==> src/rtl/spi_ram_ctrl_p_if.sv <==
// SPI-side frame/response bundle for spi_ram_ctrl_p.
// master = SPI slave front end, slave = RAM controller.
interface spi_ram_ctrl_p_if #(
  parameter int DATA_W = 8
);
  logic [DATA_W+1:0] din;
  logic              rx_valid;
  logic              tx_ack;
  logic [DATA_W-1:0] dout;
  logic              tx_valid;
  logic              rd_drop;

  modport master (
    output din, rx_valid, tx_ack,
    input  dout, tx_valid, rd_drop
  );

  modport slave (
    input  din, rx_valid, tx_ack,
    output dout, tx_valid, rd_drop
  );
endinterface

==> src/rtl/spi_ram_ctrl_p.sv <==
// Command-decoded single-port RAM behind the SPI slave; read data held on tx_valid until tx_ack.
// Optional SPI_RAM_AUTO_INC_EN: post-increment wr_addr/rd_addr for burst transfers.
module spi_ram_ctrl_p #(
  parameter int DATA_W    = 8,
  parameter int ADDR_W    = 8,
  parameter int MEM_DEPTH = 256
) (
  input  logic              clk,
  input  logic              rst_n,
  spi_ram_ctrl_p_if.slave   bus
);

  localparam logic [ADDR_W:0] DEPTH_L = (ADDR_W+1)'(MEM_DEPTH);

  typedef enum logic [1:0] {
    IDLE  = 2'd0,
    FETCH = 2'd1,
    HOLD  = 2'd2
  } state_t;

  state_t state, state_nxt;

  logic [1:0]        cmd;
  logic [DATA_W-1:0] payload;
  logic [DATA_W-1:0] mem [MEM_DEPTH];
  logic [ADDR_W-1:0] wr_addr, rd_addr;
  logic [DATA_W-1:0] rd_word;
  logic              cmd_wa, cmd_wr, cmd_ra, cmd_rd;
  logic              rd_accept, rd_drop_nxt;
  logic              wr_in_range, rd_in_range;

  assign cmd     = bus.din[DATA_W+1:DATA_W];
  assign payload = bus.din[DATA_W-1:0];

  always_comb begin
    cmd_wa      = bus.rx_valid && (cmd == 2'b00);
    cmd_wr      = bus.rx_valid && (cmd == 2'b01);
    cmd_ra      = bus.rx_valid && (cmd == 2'b10);
    cmd_rd      = bus.rx_valid && (cmd == 2'b11);
    wr_in_range = ({1'b0, wr_addr} < DEPTH_L);
    rd_in_range = ({1'b0, rd_addr} < DEPTH_L);
  end

`ifdef SPI_RAM_AUTO_INC_EN
  // Wrap at MEM_DEPTH; out-of-range addresses fall through the natural 2**ADDR_W wrap.
  function automatic logic [ADDR_W-1:0] addr_inc(input logic [ADDR_W-1:0] a);
    logic [ADDR_W:0] s;
    s = {1'b0, a} + {{ADDR_W{1'b0}}, 1'b1};
    return (s == DEPTH_L) ? '0 : s[ADDR_W-1:0];
  endfunction
`endif

  always_comb begin
    state_nxt   = state;
    rd_accept   = 1'b0;
    rd_drop_nxt = 1'b0;
    case (state)
      IDLE: begin
        if (cmd_rd) begin
          rd_accept = 1'b1;
          state_nxt = FETCH;
        end
      end
      FETCH: begin
        rd_drop_nxt = cmd_rd;
        state_nxt   = HOLD;
      end
      HOLD: begin
        rd_drop_nxt = cmd_rd;
        if (bus.tx_ack) state_nxt = IDLE;
      end
      default: state_nxt = IDLE;
    endcase
  end

  always_ff @(posedge clk) begin
    if (!rst_n) state <= IDLE;
    else        state <= state_nxt;
  end

  // Memory is deliberately not reset.
  always_ff @(posedge clk) begin
    if (rst_n && cmd_wr && wr_in_range) mem[wr_addr] <= payload;
  end

  always_ff @(posedge clk) begin
    if (!rst_n) begin
      bus.dout     <= '0;
      bus.tx_valid <= 1'b0;
      bus.rd_drop  <= 1'b0;
      wr_addr      <= '0;
      rd_addr      <= '0;
      rd_word      <= '0;
    end else begin
      bus.rd_drop <= rd_drop_nxt;

      // Captured at acceptance so a write during FETCH cannot alter the returned word.
      if (rd_accept) rd_word <= rd_in_range ? mem[rd_addr] : '0;

      if (state == FETCH) begin
        bus.dout     <= rd_word;
        bus.tx_valid <= 1'b1;
      end else if ((state == HOLD) && bus.tx_ack) begin
        bus.tx_valid <= 1'b0;
      end

      if (cmd_wa) wr_addr <= payload[ADDR_W-1:0];
`ifdef SPI_RAM_AUTO_INC_EN
      else if (cmd_wr) wr_addr <= addr_inc(wr_addr);
`endif

      if (cmd_ra) rd_addr <= payload[ADDR_W-1:0];
`ifdef SPI_RAM_AUTO_INC_EN
      else if (rd_accept) rd_addr <= addr_inc(rd_addr);
`endif
    end
  end

endmodule

==> src/flat_wrapper.sv <==
// flat-port wrapper written by rule: the top's interface ports become plain ports
module spi_ram_ctrl_p_flat 
#(
  parameter int DATA_W    = 8,
  parameter int ADDR_W    = 8,
  parameter int MEM_DEPTH = 256
)
  (clk, rst_n, bus_din, bus_rx_valid, bus_tx_ack, bus_dout, bus_tx_valid, bus_rd_drop);
  spi_ram_ctrl_p_if #(.DATA_W(DATA_W)) bus_i ();
  input  logic clk;
  input  logic rst_n;
  input wire logic [$bits(bus_i.din)-1:0] bus_din;
  input wire logic [$bits(bus_i.rx_valid)-1:0] bus_rx_valid;
  input wire logic [$bits(bus_i.tx_ack)-1:0] bus_tx_ack;
  output wire logic [$bits(bus_i.dout)-1:0] bus_dout;
  output wire logic [$bits(bus_i.tx_valid)-1:0] bus_tx_valid;
  output wire logic [$bits(bus_i.rd_drop)-1:0] bus_rd_drop;
  assign bus_i.din = bus_din;
  assign bus_i.rx_valid = bus_rx_valid;
  assign bus_i.tx_ack = bus_tx_ack;
  assign bus_dout = bus_i.dout;
  assign bus_tx_valid = bus_i.tx_valid;
  assign bus_rd_drop = bus_i.rd_drop;
  spi_ram_ctrl_p #(.DATA_W(DATA_W), .ADDR_W(ADDR_W), .MEM_DEPTH(MEM_DEPTH)) u_core (.clk(clk), .rst_n(rst_n), .bus(bus_i));
endmodule
==> config.mk <==
export PLATFORM = sky130hd
export DESIGN_NAME = spi_ram_ctrl_p_flat
export DESIGN_NICKNAME = d
export VERILOG_FILES = /design/src/rtl/spi_ram_ctrl_p_if.sv /design/src/rtl/spi_ram_ctrl_p.sv /design/src/flat_wrapper.sv
export SDC_FILE = /design/constraint.sdc
export NUM_CORES = 2
export LEC_CHECK = 0
export BUFFER_PORTS_ARGS = -buffer_cell sky130_fd_sc_hd__buf_2
export CAP_MARGIN = 20
export CORE_MARGIN = 2
export CORE_UTILIZATION = 55
export DETAILED_ROUTE_END_ITERATION = 8
export GPL_TIMING_DRIVEN = 1
export PLACE_DENSITY_LB_ADDON = 0.1
export SETUP_SLACK_MARGIN = 0.5
export SLEW_MARGIN = 0
export SYNTH_ARGS = -nofsm -noshare
export SYNTH_HDL_FRONTEND = slang
export SYNTH_SLANG_ARGS = --single-unit
export TNS_END_PERCENT = 100
==> constraint.sdc <==
create_clock -name clk -period 2.2 [get_ports clk]
set_input_delay 0.22 -clock clk [delete_from_list [all_inputs] [get_ports clk]]
set_output_delay 0.22 -clock clk [all_outputs]
set_load 0.05 [all_outputs]
Word level (Yosys, flattened, before mapping)
Memory sizes are Yosys's and may differ from the RTL's. A register that Yosys moved wholly into a read port is not among the register bits.
Cells that the tools add are included.
- register bits: 28
- bits in latches: 0
- memory bits (writable): 2048
- ROM bits: 0
- input port bits: 14
- logic and storage cells: 36
- memories: 1
- memories (name ; depth ; width ; rd ports ; clocked after Yosys merged registers in ; write ports ; RTL line ; text):
    u_core.mem ; 256 ; 8 ; 1 ; 1 ; 1 ; spi_ram_ctrl_p.sv:25 ; logic [DATA_W-1:0] mem [MEM_DEPTH];
- add/subtract/negate cells: 0
- $mul: 0
- divide/modulo/power cells: 0
- magnitude comparators: 0
- equal/unequal tests: 7
- shift operators: 0
- muxes and demuxes: 9
- bitwise logic cells: 0
- reduce and logical (&&, ||, !) cells: 13
- operators by type and width (kind ; count):
    $eq 2x2->1 const B ; 3
    $logic_and 1x1->1 ; 6
    $mux 1 ; 6
    $pmux 2 s3 ; 1
    $eq 2x1->1 const B ; 2
    $logic_not 2->1 ; 2
    $mux 2 ; 2
    $reduce_and 2->1 ; 2
    $ne 2x1->1 const B ; 1
    $ne 2x2->1 const B ; 1
    $reduce_bool 2->1 ; 1
    $reduce_or 2->1 ; 1
    $logic_not 1->1 ; 1

Longest topological paths before layout
- word-level depth: 5
- mapped depth: 13
- depth with buffers taken out: 8

Worst setup path after synthesis
No wires, ideal clock.
- path type: reg-to-reg
- start: register u_core.rd_addr[1]
- end: register u_core.rd_word[1] (read register of u_core.mem)
- setup time: 122 ps
- data arrival time: 2255 ps
- setup slack: -177 ps
- cell stages (with the launch flop): 9
- buffers on the path: 3
- clock period less this slack: 2377 ps
- cells stage by stage: dfxtp_1 -> buf_4 -> buf_4 -> buf_2 -> mux4_2 -> mux4_2 -> a211oi_2 -> nor4_1 -> a221o_1
- RTL lines (element ; RTL line ; text):
    from (decl) ; spi_ram_ctrl_p.sv:26 ; logic [ADDR_W-1:0] wr_addr, rd_addr;
    from (signal assigned) ; spi_ram_ctrl_p.sv:112 ; if (cmd_ra) rd_addr <= payload[ADDR_W-1:0];
    to (decl) ; spi_ram_ctrl_p.sv:27 ; logic [DATA_W-1:0] rd_word;

==> results.ini <==
[run_status]
status=finished, violations left
violations=setup timing

[floorplanning]
start_util_pct=55.6
rows=140
dieHeight_um=388
die_w_um=388
ios=24
dieArea_mm2=0.151
core_mm2=0.146

[setup_path]
startpoint_type=flop
crit_chain=buf_4 -> nand2_1 -> buf_4 -> buf_12 -> o221ai_1 -> buf_4 -> o22ai_1 -> a21oi_1 -> o31ai_2 -> a211oi_1 -> a221o_1
critPathCaptureType=flop
worstPathArrival_ps=3650
path_depth=11
path_buf_inv=4
slowest_stage=dfxtp_4
cpMostUsedCell=buf_4
worst_ep_required_time_ps=2980
critPathKind=reg2reg
path_max_fanout=9
cpPeakStageDelay_ps=480
reg2reg_depth=11
critPathTopFamily=compound AO/OA/AOI/OAI gates

[power]
leakage_nw=32.0
ir_worst_vdd_mv=0.840
power.density_mw_per_mm2=803

[synthesis]
syn_inst=3916
yosysMostFrequentCell=edfxtp_1
muxShareOfSynthArea_pct=15.5
synth_common_cells=edfxtp_1 (2048), mux4_2 (449), nor2_1 (306), mux2i_1 (201), nand2_1 (130)
yosysTopAreaCellShare_pct=75.7
synthesis.nets=3934
yosys_warnings=0
synth_area_per_cell_um2=20.7
ys_ff_latch=2084
synth_largest_area_cell=edfxtp_1
synthFlopType=edfxtp_1
synth_top_family_by_area=multiplexers
synthXorXnorAreaFrac_pct=0
yosys.area_share.adder_pct=0.0616
synth_edf_count=2048
synthSimpleGateAreaFrac_pct=3.06
netlist_area_mm2=0.0812
synth-compound-area-share_pct=2.88
ys_types=67
ys_seq_area_share_pct=76.6
ys_top_cells_by_area=edfxtp_1 (76%), mux4_2 (12%), mux2i_1 (2.5%), nor2_1 (1.4%), dfxtp_1 (0.89%)
synth_async_sr_flop_share_pct=0

[run]
drv_cap=0

[final_layout]
final_cell_count_no_fill=6922
area_growth_pct=24.4
final_nets=4854
layout-drive-gt1-share_pct=39.9
num-fill-cells=9189

[detailed_routing]
vias=44500
via_per_inst=6.43
drt_iter0_markers=5893
ant_nets=0
wirelength_um=228000
drc=0
dr.pass1.iters=5
wl_per_cell_um=33.0

[place]
dpl.cell_count=6393
gp_congestion=0.885
portBuffers=23
dpl.hpwl_um=147000

[clocking]
cts_buffers=206
cts.sinks=2084
clk_pin_slew_ps=60
clock_latency_ps=840
cts_tree=done
clockBufferDepth=3
ctsHtreeMaxLevel=4
root_buffer=clkbuf_16

[sta]
grt_setup_unrepaired=true
finalSetupViolCount=8
finalMaxSlewViolations=0
relSlewSlack_pct=50.5
finalCritPeriodShare_pct=130
fin_skew_ps=27.0
setup_ws_ps=-670
worst_pin_slew_ps=738
final-hold-violation-count=0
setup_tns_ps=-4990
final.min_clock_period_ps=2870
max_freq_mhz=348

[hold_path]
hold_depth=5
min_path_type=in2reg

[global_route]
antenna_found_initial=4
grt_pass1_vias=43400
grt_first_pass_wirelength_um=322000
grt_max_degree=89
track_usage_pct=30.3
grt_overflow=0

worst register-to-register path, delay by kind of cell (launching register included):
family          cells  cell delay (ps)
simple gates        1              130
flops               1              480
buf+inv             4              840
compound gates      6             1370
placed cells by master (no fill, tap or decap), types with 9 or more instances in the layout:
cell / n
nand3_4: 11
clkinv_2: 31
a32oi_1: 15
buf_16: 11
clkbuf_16: 216
clkbuf_8: 17
mux2i_1: 190
dfxtp_1: 23
mux4_1: 9
clkbuf_1: 54
buf_8: 24
bufinv_16: 10
nor2_2: 23
nand3_1: 20
nor2_4: 155
a22oi_1: 12
mux2i_2: 9
nand4_1: 13
o21ai_0: 9
a21oi_2: 9
buf_2: 16
o221ai_1: 49
a21oi_1: 42
o22ai_1: 83
edfxtp_1: 2048
mux4_2: 452
nand2_1: 120
dfxtp_4: 13
buf_12: 174
nor2b_4: 9
mux2_2: 10
nand2_2: 11
dlygate4sd3_1: 15
buf_4: 575
nor2_1: 128
buf_6: 120
nor2b_1: 25
nor4_1: 9
clkinv_1: 40
per-layer routing:
metal,global-route usage (%),vias up,wire length (um)
met3,6.49,376,22800
met2,46.1,2416,107000
met4,9.80,0,7420
met1,44.4,23600,91200
met5,0,-,0
li1,-,18200,-
cell type report:
type | instances | area, um2 | area share [%]
flip-flops and latches | 2084 | 62300 | 61.7
multi-input cells | 1584 | 19500 | 19.3
repair buffers | 952 | 10400 | 10.3
clock buffers | 273 | 5580 | 5.53
well taps | 1917 | 2400 | 2.37
clock inverters | 103 | 852 | 0.844
inverters | 8 | 32.5 | 0.0322
diodes | 1 | 2.50 | 0.00248
sequential cells by signal (all words and copies together) (netlist names):
register / count
u_core.bus.dout: 8
u_core.mem: 2048
u_core.bus.rd_drop: 1
u_core.rd_addr: 8
u_core.rd_word: 8
u_core.wr_addr: 8
u_core.state: 2
u_core.bus.tx_valid: 1
timing repair:
item,in CTS,in global routing
setup endpoints to repair,1975,1809
buffers inserted,80,44
pin swaps,49,75
gates resized for setup,249,249
hold buffers,15,0
gates cloned,7,6
endpoints found under the hold margin,323,0
metrics by stage:
step | utilization, % | instance area (um2) | total power [mW] | worst slack [ps] | hold WS [ps]
after detailed placement | 62.1 | 90700 | 47.9 | -1180 | 488
after floorplan | - | 82300 | 46.0 | -93.7 | 319
after global placement | 62.1 | 90700 | 47.9 | -1170 | 476
after global routing | 69.1 | 101000 | 83.1 | -683 | 125
final | 69.1 | 101000 | 81.1 | -670 | 136
after CTS | 68.0 | 99300 | 81.3 | -628 | 53.5
path summary, 6_finish.rpt:
| check | from | slack [ps] | endpoint |
|---|---|---|---|
| worst max register to register | u_core.rd_addr[2] | -670 | u_core.rd_word[7] |
| worst min-delay path | bus_din[9] | 140 | u_core.rd_addr[7] |
| worst min register to register | u_core.rd_addr[7] | 500 | u_core.rd_addr[7] |
| worst max-delay path | u_core.rd_addr[2] | -670 | u_core.rd_word[7] |
cells by family after synthesis:
| group | count (synthesis) |
|---|---|
| AOI/OAI and AO/OA | 326 |
| adders and majority gates | 4 |
| buffers and inverters | 248 |
| DFF | 2084 |
| muxes | 676 |
| and+or+nand+nor | 578 |
report_power, final:
group / leakage [nW] / internal, mW / switching [mW]
registers: 18.7 / 43.6 / 0.0695
logic: 10.2 / 1.47 / 2.24
clock network: 3.13 / 19.0 / 14.8
total: 32.0 / 64.0 / 17.1
No activity file was read; power rests on OpenSTA's default activity.
